File: src/rtl/mac_rx_frame_parser_if.sv
// Buffer read port toward the GbE RX MAC and payload byte stream toward the command decoder.
// The parser is the master of both: it drives addresses and payload, the far side returns data/ready.
interface mac_rx_frame_parser_if;
  logic        Rd_en;
  logic [13:0] Rd_Addr;
  logic [7:0]  Rd_data;
  logic [7:0]  cmd_data;
  logic        cmd_valid;
  logic        cmd_last;
  logic        cmd_ready;

  modport master (
    output Rd_en, Rd_Addr, cmd_data, cmd_valid, cmd_last,
    input  Rd_data, cmd_ready
  );

  modport slave (
    input  Rd_en, Rd_Addr, cmd_data, cmd_valid, cmd_last,
    output Rd_data, cmd_ready
  );
endinterface

File: src/rtl/mac_rx_frame_parser.sv
// Reads each new frame out of the MAC buffer, filters on destination/EtherType/length,
// and streams accepted payload bytes through a 2-entry FIFO; rejected or missed frames are counted.
//
// state   | meaning
// IDLE    | waiting for a Frm_valid rising edge
// HDR     | issuing header reads 0..15, capturing each byte one cycle later
// CHECK   | one-cycle accept/reject decision on the captured header
// PAYLOAD | reading payload under FIFO credit, streaming on cmd_*
// DONE    | frm_done pulse; parser already free for the next frame
// DROP    | frm_drop pulse and drop_cnt increment
module mac_rx_frame_parser #(
  parameter logic [47:0] MY_MAC   = 48'h0002_0304_0506,
  parameter logic [15:0] ETH_TYPE = 16'h0800,
  parameter int unsigned MAX_LEN  = 1500
) (
  input  logic                  Rd_Clk,
  input  logic                  reset,
  input  logic                  Frm_valid,
  mac_rx_frame_parser_if.master bus,
  output logic [47:0]           src_mac,
  output logic                  frm_done,
  output logic                  frm_drop,
  output logic [15:0]           drop_cnt,
  output logic                  busy
);

  typedef enum logic [2:0] {
    S_IDLE,
    S_HDR,
    S_CHECK,
    S_PAYLOAD,
    S_DONE,
    S_DROP
  } state_t;

  state_t       state_q, state_d;
  logic         sync1_q, sync2_q, hist_q;
  logic         frm_edge;
  logic [4:0]   hdr_idx_q;
  logic [127:0] hdr_q;
  logic [15:0]  pay_idx_q;
  logic         rd_vld_q, rd_last_q;
  logic [7:0]   fifo_data_q [2];
  logic [1:0]   fifo_last_q;
  logic         fifo_wr_q, fifo_rd_q;
  logic [1:0]   fifo_cnt_q;
  logic [13:0]  rd_addr_q, rd_addr_d;
  logic         rd_en, push, pop, frame_ok, can_start, miss;
  logic [2:0]   occ;
  logic [1:0]   drop_inc;
  logic [16:0]  drop_sum;
  logic [47:0]  dst_mac;
  logic [15:0]  eth_type, pay_len;

  assign dst_mac  = hdr_q[127:80];
  assign eth_type = hdr_q[31:16];
  assign pay_len  = hdr_q[15:0];
  assign frame_ok = ((dst_mac == MY_MAC) || (dst_mac == {48{1'b1}})) &&
                    (eth_type == ETH_TYPE) && (pay_len != 16'd0) &&
                    (32'(pay_len) <= MAX_LEN);

  assign frm_edge = sync2_q & ~hist_q;

  // DONE counts as free so busy drops on the same edge that raises frm_done.
  assign can_start = (state_q == S_IDLE) || (state_q == S_DONE);
  assign busy      = ~can_start;
  assign miss      = frm_edge & ~can_start;
  assign frm_done  = (state_q == S_DONE);
  assign frm_drop  = (state_q == S_DROP);

  assign bus.cmd_valid = (fifo_cnt_q != 2'd0);
  assign bus.cmd_data  = fifo_data_q[fifo_rd_q];
  assign bus.cmd_last  = bus.cmd_valid & fifo_last_q[fifo_rd_q];
  assign pop           = bus.cmd_valid & bus.cmd_ready;
  assign push          = (state_q == S_PAYLOAD) & rd_vld_q;

  // Credit counts the slot freed by this cycle's pop, which keeps 1 byte/cycle with a 2-deep FIFO.
  assign occ = 3'(fifo_cnt_q) + 3'(rd_vld_q) - 3'(pop);

  assign bus.Rd_en   = rd_en;
  assign bus.Rd_Addr = rd_en ? rd_addr_d : rd_addr_q;

  assign drop_inc = 2'(state_q == S_DROP) + 2'(miss);
  assign drop_sum = 17'(drop_cnt) + 17'(drop_inc);

  always_comb begin
    state_d   = state_q;
    rd_en     = 1'b0;
    rd_addr_d = rd_addr_q;
    case (state_q)
      S_IDLE: begin
        if (frm_edge) state_d = S_HDR;
      end
      S_HDR: begin
        if (hdr_idx_q < 5'd16) begin
          rd_en     = 1'b1;
          rd_addr_d = 14'(hdr_idx_q);
        end else begin
          state_d = S_CHECK;
        end
      end
      S_CHECK: begin
        state_d = frame_ok ? S_PAYLOAD : S_DROP;
      end
      S_PAYLOAD: begin
        if ((pay_idx_q < pay_len) && (occ < 3'd2)) begin
          rd_en     = 1'b1;
          rd_addr_d = 14'(pay_idx_q + 16'd16);
        end
        if (pop && bus.cmd_last) state_d = S_DONE;
      end
      S_DONE: begin
        state_d = frm_edge ? S_HDR : S_IDLE;
      end
      S_DROP: begin
        state_d = S_IDLE;
      end
      default: begin
        state_d = S_IDLE;
      end
    endcase
  end

  always_ff @(posedge Rd_Clk) begin
    if (reset) begin
      state_q        <= S_IDLE;
      // All-ones history hides a frame that is already pending when reset releases.
      sync1_q        <= 1'b1;
      sync2_q        <= 1'b1;
      hist_q         <= 1'b1;
      hdr_idx_q      <= '0;
      hdr_q          <= '0;
      pay_idx_q      <= '0;
      rd_vld_q       <= 1'b0;
      rd_last_q      <= 1'b0;
      fifo_data_q[0] <= '0;
      fifo_data_q[1] <= '0;
      fifo_last_q    <= '0;
      fifo_wr_q      <= 1'b0;
      fifo_rd_q      <= 1'b0;
      fifo_cnt_q     <= '0;
      rd_addr_q      <= '0;
      src_mac        <= '0;
      drop_cnt       <= '0;
    end else begin
      sync1_q   <= Frm_valid;
      sync2_q   <= sync1_q;
      hist_q    <= sync2_q;
      state_q   <= state_d;
      rd_vld_q  <= rd_en;
      rd_last_q <= rd_en && (state_q == S_PAYLOAD) && (pay_idx_q == pay_len - 16'd1);

      if (rd_en) rd_addr_q <= rd_addr_d;

      if (state_q == S_HDR) hdr_idx_q <= hdr_idx_q + 5'd1;
      else                  hdr_idx_q <= '0;

      if ((state_q == S_HDR) && rd_vld_q) hdr_q <= {hdr_q[119:0], bus.Rd_data};

      if (state_q == S_PAYLOAD) begin
        if (rd_en) pay_idx_q <= pay_idx_q + 16'd1;
      end else begin
        pay_idx_q <= '0;
      end

      if ((state_q == S_CHECK) && frame_ok) src_mac <= hdr_q[79:32];

      if (push) begin
        fifo_data_q[fifo_wr_q] <= bus.Rd_data;
        fifo_last_q[fifo_wr_q] <= rd_last_q;
        fifo_wr_q              <= ~fifo_wr_q;
      end
      if (pop) fifo_rd_q <= ~fifo_rd_q;
      fifo_cnt_q <= fifo_cnt_q + 2'(push) - 2'(pop);

      if (drop_sum[16]) drop_cnt <= 16'hFFFF;
      else              drop_cnt <= drop_sum[15:0];
    end
  end

endmodule

File: src/flat_wrapper.sv
// flat-port wrapper written by rule: the top's interface ports become plain ports
module mac_rx_frame_parser_flat 
#(
  parameter logic [47:0] MY_MAC   = 48'h0002_0304_0506,
  parameter logic [15:0] ETH_TYPE = 16'h0800,
  parameter int unsigned MAX_LEN  = 1500
)
  (Rd_Clk, reset, Frm_valid, src_mac, frm_done, frm_drop, drop_cnt, busy, bus_Rd_en, bus_Rd_Addr, bus_cmd_data, bus_cmd_valid, bus_cmd_last, bus_Rd_data, bus_cmd_ready);
  mac_rx_frame_parser_if bus_i ();
  input  logic Rd_Clk;
  input  logic reset;
  input  logic Frm_valid;
  output logic [47:0] src_mac;
  output logic frm_done;
  output logic frm_drop;
  output logic [15:0] drop_cnt;
  output logic busy;
  output wire logic [$bits(bus_i.Rd_en)-1:0] bus_Rd_en;
  output wire logic [$bits(bus_i.Rd_Addr)-1:0] bus_Rd_Addr;
  output wire logic [$bits(bus_i.cmd_data)-1:0] bus_cmd_data;
  output wire logic [$bits(bus_i.cmd_valid)-1:0] bus_cmd_valid;
  output wire logic [$bits(bus_i.cmd_last)-1:0] bus_cmd_last;
  input wire logic [$bits(bus_i.Rd_data)-1:0] bus_Rd_data;
  input wire logic [$bits(bus_i.cmd_ready)-1:0] bus_cmd_ready;
  assign bus_Rd_en = bus_i.Rd_en;
  assign bus_Rd_Addr = bus_i.Rd_Addr;
  assign bus_cmd_data = bus_i.cmd_data;
  assign bus_cmd_valid = bus_i.cmd_valid;
  assign bus_cmd_last = bus_i.cmd_last;
  assign bus_i.Rd_data = bus_Rd_data;
  assign bus_i.cmd_ready = bus_cmd_ready;
  mac_rx_frame_parser #(.MY_MAC(MY_MAC), .ETH_TYPE(ETH_TYPE), .MAX_LEN(MAX_LEN)) u_core (.Rd_Clk(Rd_Clk), .reset(reset), .Frm_valid(Frm_valid), .bus(bus_i), .src_mac(src_mac), .frm_done(frm_done), .frm_drop(frm_drop), .drop_cnt(drop_cnt), .busy(busy));
endmodule
File: config.mk
export PLATFORM = sky130hd
export DESIGN_NAME = mac_rx_frame_parser_flat
export DESIGN_NICKNAME = d
export VERILOG_FILES = /design/src/rtl/mac_rx_frame_parser_if.sv /design/src/rtl/mac_rx_frame_parser.sv /design/src/flat_wrapper.sv
export SDC_FILE = /design/constraint.sdc
export NUM_CORES = 1
export LEC_CHECK = 0
export CORE_MARGIN = 1.5
export CORE_UTILIZATION = 44
export CTS_BUF_LIST = sky130_fd_sc_hd__clkbuf_4 sky130_fd_sc_hd__clkbuf_8 sky130_fd_sc_hd__clkbuf_16
export DETAILED_ROUTE_END_ITERATION = 12
export GPL_TIMING_DRIVEN = 1
export PLACE_DENSITY = 0.74
export SETUP_SLACK_MARGIN = 0.5
export SLEW_MARGIN = 20
export SYNTH_ARGS = -nofsm -noshare
export SYNTH_HDL_FRONTEND = slang
export SYNTH_SLANG_ARGS = --single-unit
File: constraint.sdc
create_clock -name Rd_Clk -period 4.2 [get_ports Rd_Clk]
set_input_delay 0.84 -clock Rd_Clk [delete_from_list [all_inputs] [get_ports Rd_Clk]]
set_output_delay 0.84 -clock Rd_Clk [all_outputs]
set_load 0.005 [all_outputs]
Word level (Yosys, flattened, before mapping)
Memory sizes are Yosys's and may differ from the RTL's. A register that Yosys moved wholly into a read port is not among the register bits.
Cells that the tools add are included.
{"block": "totals", "regBits": 241, "mem_count": 1, "out_inout_bits": 92, "wordCells": 105, "input_bits": 12, "ramBits": 16}
{"name": "u_core.fifo_data_q", "words": 2, "word_bits": 8, "read_ports": 1, "rd_ports_with_merged_regs": 1, "wr": 2, "line": "mac_rx_frame_parser.sv:43", "rtl": "logic [7:0] fifo_data_q [2];"}
{"block": "op_classes", "n_eq_ne": 12, "reduce_logical": 19, "bitwise_logic": 11, "n_lt_le_gt_ge": 7, "mux": 29, "addsub": 10}
{"cell": "equality test 48 x 34 -> 1 bit, second input constant", "n": 1}
{"cell": "equality test 48 bit, second input constant", "n": 1}
{"cell": "2-to-1 mux 14 bit", "n": 3}
{"cell": "one-hot mux 14 bit (2 select lines)", "n": 1}
{"cell": "adder 16 x 2 -> 17 bit", "n": 1}
{"cell": "adder 16 x 1 -> 16 bit, second input constant", "n": 1}
{"cell": "equality test 16 x 12 -> 1 bit, second input constant", "n": 1}
{"cell": "equality test 16 bit", "n": 1}
{"cell": "less-or-equal comparator 16 x 11 -> 1 bit, second input constant", "n": 1}
{"cell": "< comparator 16 bit", "n": 1}
{"cell": "2-to-1 mux 16 bit", "n": 1}
{"cell": "nonzero test 16 bit", "n": 1}
{"cell": "subtractor 16 x 1 -> 16 bit, second input constant", "n": 1}
{"cell": "2-to-1 mux 1 bit", "n": 15}
{"cell": "one-hot mux 3 bit (5 select lines)", "n": 1}
{"cell": "adder 14 x 5 -> 14 bit, second input constant", "n": 1}
{"cell": "2-to-1 mux 3 bit", "n": 4}
{"cell": "logical AND 1 bit", "n": 10}
{"cell": "2-to-1 mux 8 bit", "n": 1}
{"cell": "OR reduction 8 bit", "n": 1}
{"cell": "equality test 3 x 2 -> 1 bit, second input constant", "n": 2}
{"cell": "equality test 3 bit, second input constant", "n": 2}
{"cell": "NOT 1 bit", "n": 6}
{"cell": "adder 5 x 1 -> 5 bit, second input constant", "n": 1}
{"cell": "other kinds (21)", "n": 29}

Logic depth before layout (Yosys ltp)
Gate-level depths: netlist (run 1).
{"block": "logic_depth", "word_depth": 9, "depth_mapped": 13, "mapped_depth_nobuf": 11}

Least setup slack after synthesis (run 1)
No wires, ideal clock.
{"block": "synth_path", "path_type": "in2out", "start": "input bus_cmd_ready", "end": "output bus_Rd_Addr[10]", "path_buffers": 2, "required_time_ns": 3.360, "setup_slack_ns": 0.458, "stages": 10, "arrival_time_ns": 2.902, "cell_sequence": "nand2_1 nor2_1 fa_1 nor2b_1 o2111a_1 o221ai_1 or3_1 clkbuf_1 clkbuf_1 a221oi_1"}
{"block": "synth_between", "elab_chain_len": 7, "word_cells_on_any_way": 9}
{"element": "start: declaration", "line": "flat_wrapper.sv:24", "rtl": "input wire logic [$bits(bus_i.cmd_ready)-1:0] bus_cmd_ready;"}
{"element": "bitwise AND 1 bit (*)", "line": "mac_rx_frame_parser.sv:74", "rtl": "assign pop = bus.cmd_valid & bus.cmd_ready;"}
{"element": "subtractor 3 x 1 -> 3 bit (*)", "line": "mac_rx_frame_parser.sv:78", "rtl": "assign occ = 3'(fifo_cnt_q) + 3'(rd_vld_q) - 3'(pop);"}
{"element": "< comparator 3 x 2 -> 1 bit (*)", "line": "mac_rx_frame_parser.sv:106", "rtl": "if ((pay_idx_q < pay_len) && (occ < 3'd2)) begin"}
{"element": "logical AND 1 bit (*)", "line": "mac_rx_frame_parser.sv:106"}
{"element": "2-to-1 mux 14 bit / 2-to-1 mux 1 bit (equally long branches)", "line": "mac_rx_frame_parser.sv:106"}
{"element": "one-hot mux 14 bit (2 select lines) / one-hot mux 1 bit (2 select lines) (equally long branches)", "line": "mac_rx_frame_parser.sv:90", "rtl": "case (state_q)"}
{"element": "2-to-1 mux 14 bit (*)", "line": "mac_rx_frame_parser.sv:81", "rtl": "assign bus.Rd_Addr = rd_en ? rd_addr_d : rd_addr_q;"}
{"element": "end: declaration", "line": "flat_wrapper.sv:19", "rtl": "output wire logic [$bits(bus_i.Rd_Addr)-1:0] bus_Rd_Addr;"}
Every way passes the cells marked *; elsewhere a longest branch is shown, timed or not.

Worst setup path in the final report (run 1)
{"block": "layout_path", "start": "register u_core.fifo_cnt_q[1]", "end": "register u_core.fifo_cnt_q[1]"}
{"block": "layout_between", "elab_chain_len": 3, "word_cells_on_any_way": 4}
{"element": "start: declaration", "line": "mac_rx_frame_parser.sv:46", "rtl": "logic [1:0] fifo_cnt_q;"}
{"element": "start signal: assignment", "line": "mac_rx_frame_parser.sv:174", "rtl": "fifo_cnt_q <= fifo_cnt_q + 2'(push) - 2'(pop);"}
{"element": "nonzero test 2 bit", "line": "mac_rx_frame_parser.sv:71", "rtl": "assign bus.cmd_valid = (fifo_cnt_q != 2'd0);"}
{"element": "bitwise AND 1 bit", "line": "mac_rx_frame_parser.sv:74"}
{"element": "named net u_core.pop", "line": "mac_rx_frame_parser.sv:48", "rtl": "logic rd_en, push, pop, frame_ok, can_start, miss;"}
{"element": "subtractor 2 x 1 -> 2 bit", "line": "mac_rx_frame_parser.sv:174"}
The timed path passes the listed nets, and every way through them passes these cells.
A chain may end at the register's enable or synchronous reset.

==> results by group, run 1 <==
Detailed routing
  – Detailed-route DRC error count: 0
  – Final ANT Viol Nets: 0
  – Routed wire length: 28200 um
  – Routed vias: between 9000 and 10000
  – Drt via density: between 5 and 6
  – DRT Pass-1 Iters: 5
  – Initial DRC count: roughly 680
  – Wire per inst: approximately 16 um

Power
  – P_leak: roughly 5.1 nW
  – Tot Pwr: ~5.6 mW
  – Peak VDD IR: about 0.00037 V
  – Cell Pwr Density: between 300 and 400 nW/um^2

Global routing
  – Total grt overflow: 0
  – Vias in the first global route: 9384
  – First-pass GRT wire length: ~46000 um
  – Largest net degree at the start of global routing: around 110
  – GRT Util Overall: 0.211
  – Initial antenna violation count: 0

CTS
  – CTS H-tree lvls: 1
  – Sink Count: 258
  – Root buf cell: clkbuf_16
  – CTS clk-pin slew, worst paths: ~0.070 ns
  – TritonCTS clock tree: built
  – Clk Latency, worst-skew pair: 0.56 ns
  – Longest Clk Path Bufs: 3
  – Hold Buf Count CTS: 0
  – Cts bufs inserted: 28

Synth
  – Synth warn: 0
  – Mapped Cells: approximately 1300
  – Post-synth cell types: 53
  – EDFF count, synth: 16
  – Synth Register Bits: approximately 260
  – Share of flip-flops with an asynchronous set or reset: 0
  – Syn_nets: roughly 1400
  – Post-Syn Area: roughly 11000 sq um
  – Sequential share of the synthesized area: 0.477
  – Primary FF master, synth: dfxtp_1
  – Mean post-synth cell area: between 8 and 9 sq um

Worst setup path
  – Crit path depth: 30
  – Worst R2R Setup Slack: approximately 0.17 ns
  – Worst Setup SP: u_core.fifo_cnt_q[1]
  – CP max FO: 2
  – Critical Path Sink: u_core.fifo_cnt_q[1]
  – Worst r2r src: u_core.fifo_cnt_q[1]
  – Worst path bufs/invs: 23
  – CP peak stage delay: 0.37 ns
  – FF-to-FF path depth: 30
  – Critical Path AT: 4.45 ns
  – Cell mode on critical path: buf_4
  – Critical Path End Type: register
  – CP startpoint kind: register
  – WP data required: 4.62 ns
  – Critical path class: reg2reg
  – Worst path slowest cell: dfxtp_4
  – Worst path top cell family by delay: buffers and inverters
  – Worst reg2reg endpoint: u_core.fifo_cnt_q[1]

Timing
  – Final hold vios: 0
  – RSZ-0062 raised after global routing: true
  – Final Slew Violations: 0
  – Tightest Pin Transition: approximately 1.0 ns
  – PnR worst setup slack: about 0.17 ns
  – Fmax: 248 MHz
  – Hold slack: about 0.42 ns
  – Rel. slew slack: 0.302
  – Final setup fails: 0
  – Clock skew: 0.0303 ns
  – Final min period: 4.03 ns
  – Crit share post-route: 0.960

Run status
  – Status: completed

Floorplanning
  – Core Rows: 58
  – Die area: roughly 26000 sq um
  – Overall die height: 162 um
  – Core footprint: around 25000 sq um
  – Die width: approximately 160 um
  – I/O pin cnt: about 100
  – Initial Utilization: 0.446

Finish
  – Antenna fix cells: 0
  – Final layout net count: between 1000 and 1500
  – Layout Cells excl Fill: between 1500 and 2000
  – Fill count: 2220
  – Multi-input gate area: roughly 5600 sq um
  – Post-route core utilization: 0.566
  – Storage cell area: 5340 sq um
  – Layout area overhead: 26.9%
  – Share of cells above drive strength 1: 0.141

Placement
  – Input/output buffers: just over 100
  – Routability cong.: 0.880
  – HPWL Detailed: approximately 18000 um
  – Post-place setup slack: -0.537 ns
  – DP Cell Count: roughly 1700

Run
  – Max_cap viols: 0

Hold path
  – Worst Hold Class: reg2reg
  – Worst Hold Depth: 1
-- cell type report --
class | instances | area share
clock buffers | 30 | 0.0509
clock inverters | 22 | 0.0244
inverters | 38 | 0.0101
multi-input cells | 938 | 0.396
flip-flops and latches | 258 | 0.377
well taps | 330 | 0.0291
repair buffers | 180 | 0.113
-- state kept, by name (all words and copies together), names as in the netlist, 2 cells and up, named ones only --
signal,cells
u_core.drop_cnt,16
u_core.src_mac,48
u_core.fifo_last_q,2
u_core.hdr_q,128
u_core.rd_addr_q,14
u_core.hdr_idx_q,5
u_core.pay_idx_q,16
u_core.state_q,3
u_core.fifo_data_q,16
u_core.fifo_cnt_q,2
-- cell usage after synthesis, drive strengths merged (2+ instances only) --
| cell type | instances | area (sq um) |
|---|---|---|
| mux2 | 8 | 90.1 |
| a41o | 2 | 20.0 |
| or2 | 4 | 25.0 |
| nor4 | 17 | 106 |
| buf | 7 | 52.6 |
| a31oi | 4 | 25.0 |
| nand2 | 305 | 1140 |
| nor3 | 10 | 50.1 |
| and2 | 21 | 131 |
| nand4 | 24 | 150 |
| o2111ai | 2 | 17.5 |
| or3 | 23 | 144 |
| o22a | 3 | 26.3 |
| and4 | 5 | 43.8 |
| nand2b | 3 | 18.8 |
| a22oi | 5 | 37.5 |
| nor2 | 93 | 349 |
| xor2 | 21 | 184 |
| nor2b | 8 | 50.1 |
| fa | 2 | 40.0 |
| ha | 24 | 300 |
| or4 | 4 | 30.0 |
| and3 | 12 | 75.1 |
| a221oi | 15 | 131 |
| mux2i | 64 | 641 |
| o211ai | 7 | 52.6 |
| inv | 38 | 143 |
| edfxtp | 16 | 480 |
| a2111oi | 4 | 53.8 |
| xnor2 | 23 | 201 |
| and4b | 2 | 20.0 |
| dfxtp | 242 | 4840 |
| nand3 | 26 | 130 |
| a21oi | 167 | 836 |
| nor4b | 3 | 26.3 |
| o21ai | 10 | 50.1 |
| clkbuf | 82 | 308 |
| a211oi | 6 | 45.0 |
| o21a | 2 | 15.0 |
-- power breakdown --
part / internal, mW / leakage, nW / total [mW] / switching (mW)
clock network: 1.75 / 0.518 / 2.79 / 1.04
logic: 0.138 / 2.44 / 0.265 / 0.127
registers: 2.48 / 2.12 / 2.50 / 0.0137
-- metrics by stage --
stage | setup TNS (ns) | instance area [sq um]
3_3_place_gp | -5.04 | 12600
6_report | 0 | 14200
5_1_grt | 0 | 14200
3_5_place_dp | -5.69 | 12600
4_1_cts | 0 | 14000
2_1_floorplan | 0 | 11200
-- cells by family (layout without fill, tap and decap cells) --
logic type / Yosys count / in the layout / share of synthesized area
and+or+nand+nor: 562 / 562 / 0.225
DFF: 258 / 258 / 0.477
AOI/OAI and AO/OA: 234 / 234 / 0.123
buffers and inverters: 127 / 270 / 0.0450
muxes: 72 / 72 / 0.0654
xor gates and xnor gates: 44 / 44 / 0.0345
adders and majority gates: 26 / 26 / 0.0305
-- layout by cell type, fill, tap and decap left out, types with 20 or more instances in the layout --
cell type	n
and2_1	20
clkdlybuf4s50_1	86
or3_1	20
clkbuf_16	28
nand2_1	301
mux2i_1	64
xnor2_1	23
nand3_1	22
nor2_1	89
dfxtp_1	234
ha_1	24
nand4_1	24
buf_4	65
xor2_1	20
inv_1	35
a21oi_1	166
-- how the worst min path moves through the flow --
stage	from	to
after CTS	u_core.sync1_q	u_core.sync2_q
after floorplan	u_core.sync1_q	u_core.sync2_q
after global routing	u_core.sync1_q	u_core.sync2_q
after detailed placement	u_core.sync1_q	u_core.sync2_q
after global placement	u_core.sync1_q	u_core.sync2_q
final	u_core.sync1_q	u_core.sync2_q
-- routing by layer --
layer / up-vias / share of wire / GRT usage
li1: 4761 / - / -
met3: 65 / 0.063 / 0.0467
met2: 262 / 0.48 / 0.358
met4: 0 / 0.027 / 0.0592
met5: - / 0 / 0
met1: 4575 / 0.43 / 0.270
-- what timing repair did --
item	in CTS	in global routing
buffers inserted	35	6
gates resized for setup	99	34
endpoints found under the hold margin	0	0
cloned	1	0
pin swaps	24	13
setup endpoints to repair	15	21
No activity file was read; power rests on OpenSTA's default activity.
==> inputs of run 2 (changes only) <==
- CTS_CLUSTER_DIAMETER: default -> 60
==> run 2 against run 1 <==
Critical path depth decreased by 18. Final area decreased by 0.21%. Critical path type is now reg2out. Register-to-register slack improved by 0.04 ns. Fmax decreased by 0.13%. Global-route usage decreased by 0.13 points. Sequential power about the same. Wire length increased by 2.5%. Highest routed layer unchanged. Non-clock buffer count increased by 4. Count of clock-buffer cells in the layout increased by 7. Clock power decreased by 11%.
==> results by group, run 2 (synthesis gave the netlist of run 1 again) <==
Timing
  – Final min period: roughly 4.0 ns
  – Final setup fails: 0
  – Final Slew Violations: 0
  – Rel. slew slack: 0.303
  – Final hold vios: 0
  – Tightest Pin Transition: around 1.0 ns
  – Clock skew: 0.0120 ns
  – Fmax: around 250 MHz
  – Hold slack: between 0.4 and 0.5 ns
  – Crit share post-route: 0.961
  – Setup TNS: 0 ns
  – RSZ-0062 raised after global routing: true

Worst setup path
  – Cell mode on critical path: nor2_4
  – Worst path top cell family by delay: simple AND/OR/NAND/NOR gates
  – CP max FO: 6
  – CP startpoint kind: register
  – Worst path slowest cell: fa_1
  – Worst path bufs/invs: 3
  – Critical Path AT: 3.20 ns
  – CP peak stage delay: 0.52 ns
  – WP data required: 3.36 ns
  – Critical Path, Cell by Cell: nor2_4, inv_2, nand2_4, nor2_4, fa_1, nor2b_4, o2111a_1, o221ai_2, or3_4, buf_6, a221oi_2, buf_2
  – Critical path class: reg2out
  – Crit path depth: 12
  – Critical Path End Type: output pin
  – Worst R2R Setup Slack: between 0.2 and 0.25 ns
  – Worst reg2reg endpoint: u_core.fifo_cnt_q[1]
  – Worst r2r src: u_core.fifo_cnt_q[1]
  – FF-to-FF path depth: 30

Run
  – Max_cap viols: 0

Finish
  – Post-route core utilization: 0.565
  – Commonest non-fill, non-tap cell in the layout: nand2_1
  – Layout area overhead: 26.6%
  – Largest register FFs: ~130
  – Commonest non-fill, non-tap cells in the layout: 300 x nand2_1, 233 x dfxtp_1, 166 x a21oi_1
  – Share of cells above drive strength 1: 0.150
  – Antenna fix cells: 0
  – Final layout net count: between 1000 and 1500
  – Fill count: 2227
  – Largest regs: u_core.hdr_q: 128 flops, u_core.src_mac: 48 flops
  – Reg with most FFs: u_core.hdr_q

Detailed routing
  – Wire per inst: ~16 um
  – Initial DRC count: approximately 710
  – Drt via density: about 5.4
  – Final ANT Viol Nets: 0
  – Routed wire length: 28900 um
  – Detailed-route DRC error count: 0
  – DRT Pass-1 Iters: 5
  – Routed vias: 9783

Global routing
  – GRT busiest layer: met2
  – Vias in the first global route: around 9300
  – GR Util met2: 0.351
  – Initial antenna violation count: 0
  – First-pass GRT wire length: 45700 um
  – Grt met1 use: 0.269
  – GRT Util Overall: 0.210
  – Largest net degree at the start of global routing: roughly 110
  – Total grt overflow: 0
  – Met3 usage: 0.0447

Floorplanning
  – Die width: between 150 and 200 um
  – Core footprint: 25000 sq um
  – Initial Utilization: 0.446
  – Core Rows: just under 60
  – Overall die height: ~160 um
  – Die area: 26300 sq um
  – I/O pin cnt: between 100 and 150

CTS
  – CTS clk-pin slew, worst paths: roughly 0.070 ns
  – Sink Count: ~260
  – Hold Buf Count CTS: 0
  – Longest Clk Path Bufs: 3
  – Cts bufs inserted: 29
  – TritonCTS clock tree: built
  – Root buf cell: clkbuf_16
  – Clk Latency, worst-skew pair: about 0.55 ns
  – CTS H-tree lvls: 1

Power
  – Cell Pwr Density: about 370 nW/um^2
  – Peak VDD IR: roughly 0.00028 V
  – Tot Pwr: about 5.3 mW
  – P_leak: just over 5 nW

Hold path
  – Hold Path End: u_core.sync2_q
  – Worst Hold Depth: 1
  – Worst hold path startpoint: u_core.sync1_q
  – Worst Hold Class: reg2reg

Placement
  – Input/output buffers: 103
  – Routability cong.: approximately 0.88
  – HPWL Detailed: about 18000 um

Run status
  – Status: completed
run 2: cell types whose count changed in the layout (fill, tap and decap cells not counted), moves of 3 or more:
cell       before  now
clkbuf_4        1    4
a22oi_2         1    4
bufinv_16       8    1
clkbuf_8        1    4
buf_6          12   15
a22oi_1         4    1
inv_6           0    3
run 2: routing by layer:
layer,vias to the layer above,share of wire
li1,4772,-
met1,4624,0.43
met2,302,0.48
met3,85,0.063
met4,0,0.032
met5,-,0
run 2: what timing repair did:
| item | in CTS | in global routing |
|---|---|---|
| setup endpoints to repair | 15 | 21 |
| buffers inserted | 35 | 10 |
| pin swaps | 24 | 21 |
| gates cloned | 1 | 0 |
| resized for setup | 101 | 46 |
run 2: final cells by class:
| type | count | area [sq um] | area share |
|---|---|---|---|
| Timing Repair Buffer | 184 | 1650 | 0.117 |
| Tap cell | 330 | 413 | 0.0292 |
| Multi-Input combinational cell | 938 | 5640 | 0.399 |
| Sequential cell | 258 | 5340 | 0.378 |
| Inverter | 38 | 145 | 0.0103 |
| Clock buffer | 37 | 811 | 0.0573 |
| Clock inverter | 16 | 141 | 0.0100 |
run 2: power by group:
group	switching (mW)	total [mW]	internal, mW
clock network	1.04	2.49	1.44
logic	0.135	0.283	0.147
registers	0.0138	2.50	2.49
run 2: worst max-delay path by stage:
| stage | from | end | slack [ns] |
|---|---|---|---|
| detailed placement | bus_cmd_ready | bus_Rd_Addr[6] | -0.54 |
| global placement | bus_cmd_ready | bus_Rd_Addr[6] | -0.48 |
| finish | u_core.fifo_cnt_q[1] | bus_Rd_Addr[12] | 0.16 |
| floorplan | bus_cmd_ready | bus_Rd_Addr[12] | 0.47 |
| global route | u_core.fifo_cnt_q[1] | bus_Rd_Addr[4] | 0.09 |
| CTS | u_core.fifo_cnt_q[1] | bus_Rd_Addr[6] | 0.32 |
run 2: worst register-to-register path: cells and delay by family (launching register included):
| kind | cells | cell delay, ns |
|---|---|---|
| and+or+nand+nor | 3 | 0.21 |
| buffers and inverters | 23 | 2.60 |
| adders and majority gates | 2 | 0.37 |
| xor gates and xnor gates | 2 | 0.34 |
| DFF | 1 | 0.37 |
run 2: through the flow:
stage	cell area, sq um	cells	setup WS [ns]
finish	14100	1801	0.164
global route	14100	1801	0.0927
CTS	13900	1791	0.320
detailed placement	12600	1702	-0.537
global placement	12600	1702	-0.483
floorplan	11200	1323	0.468
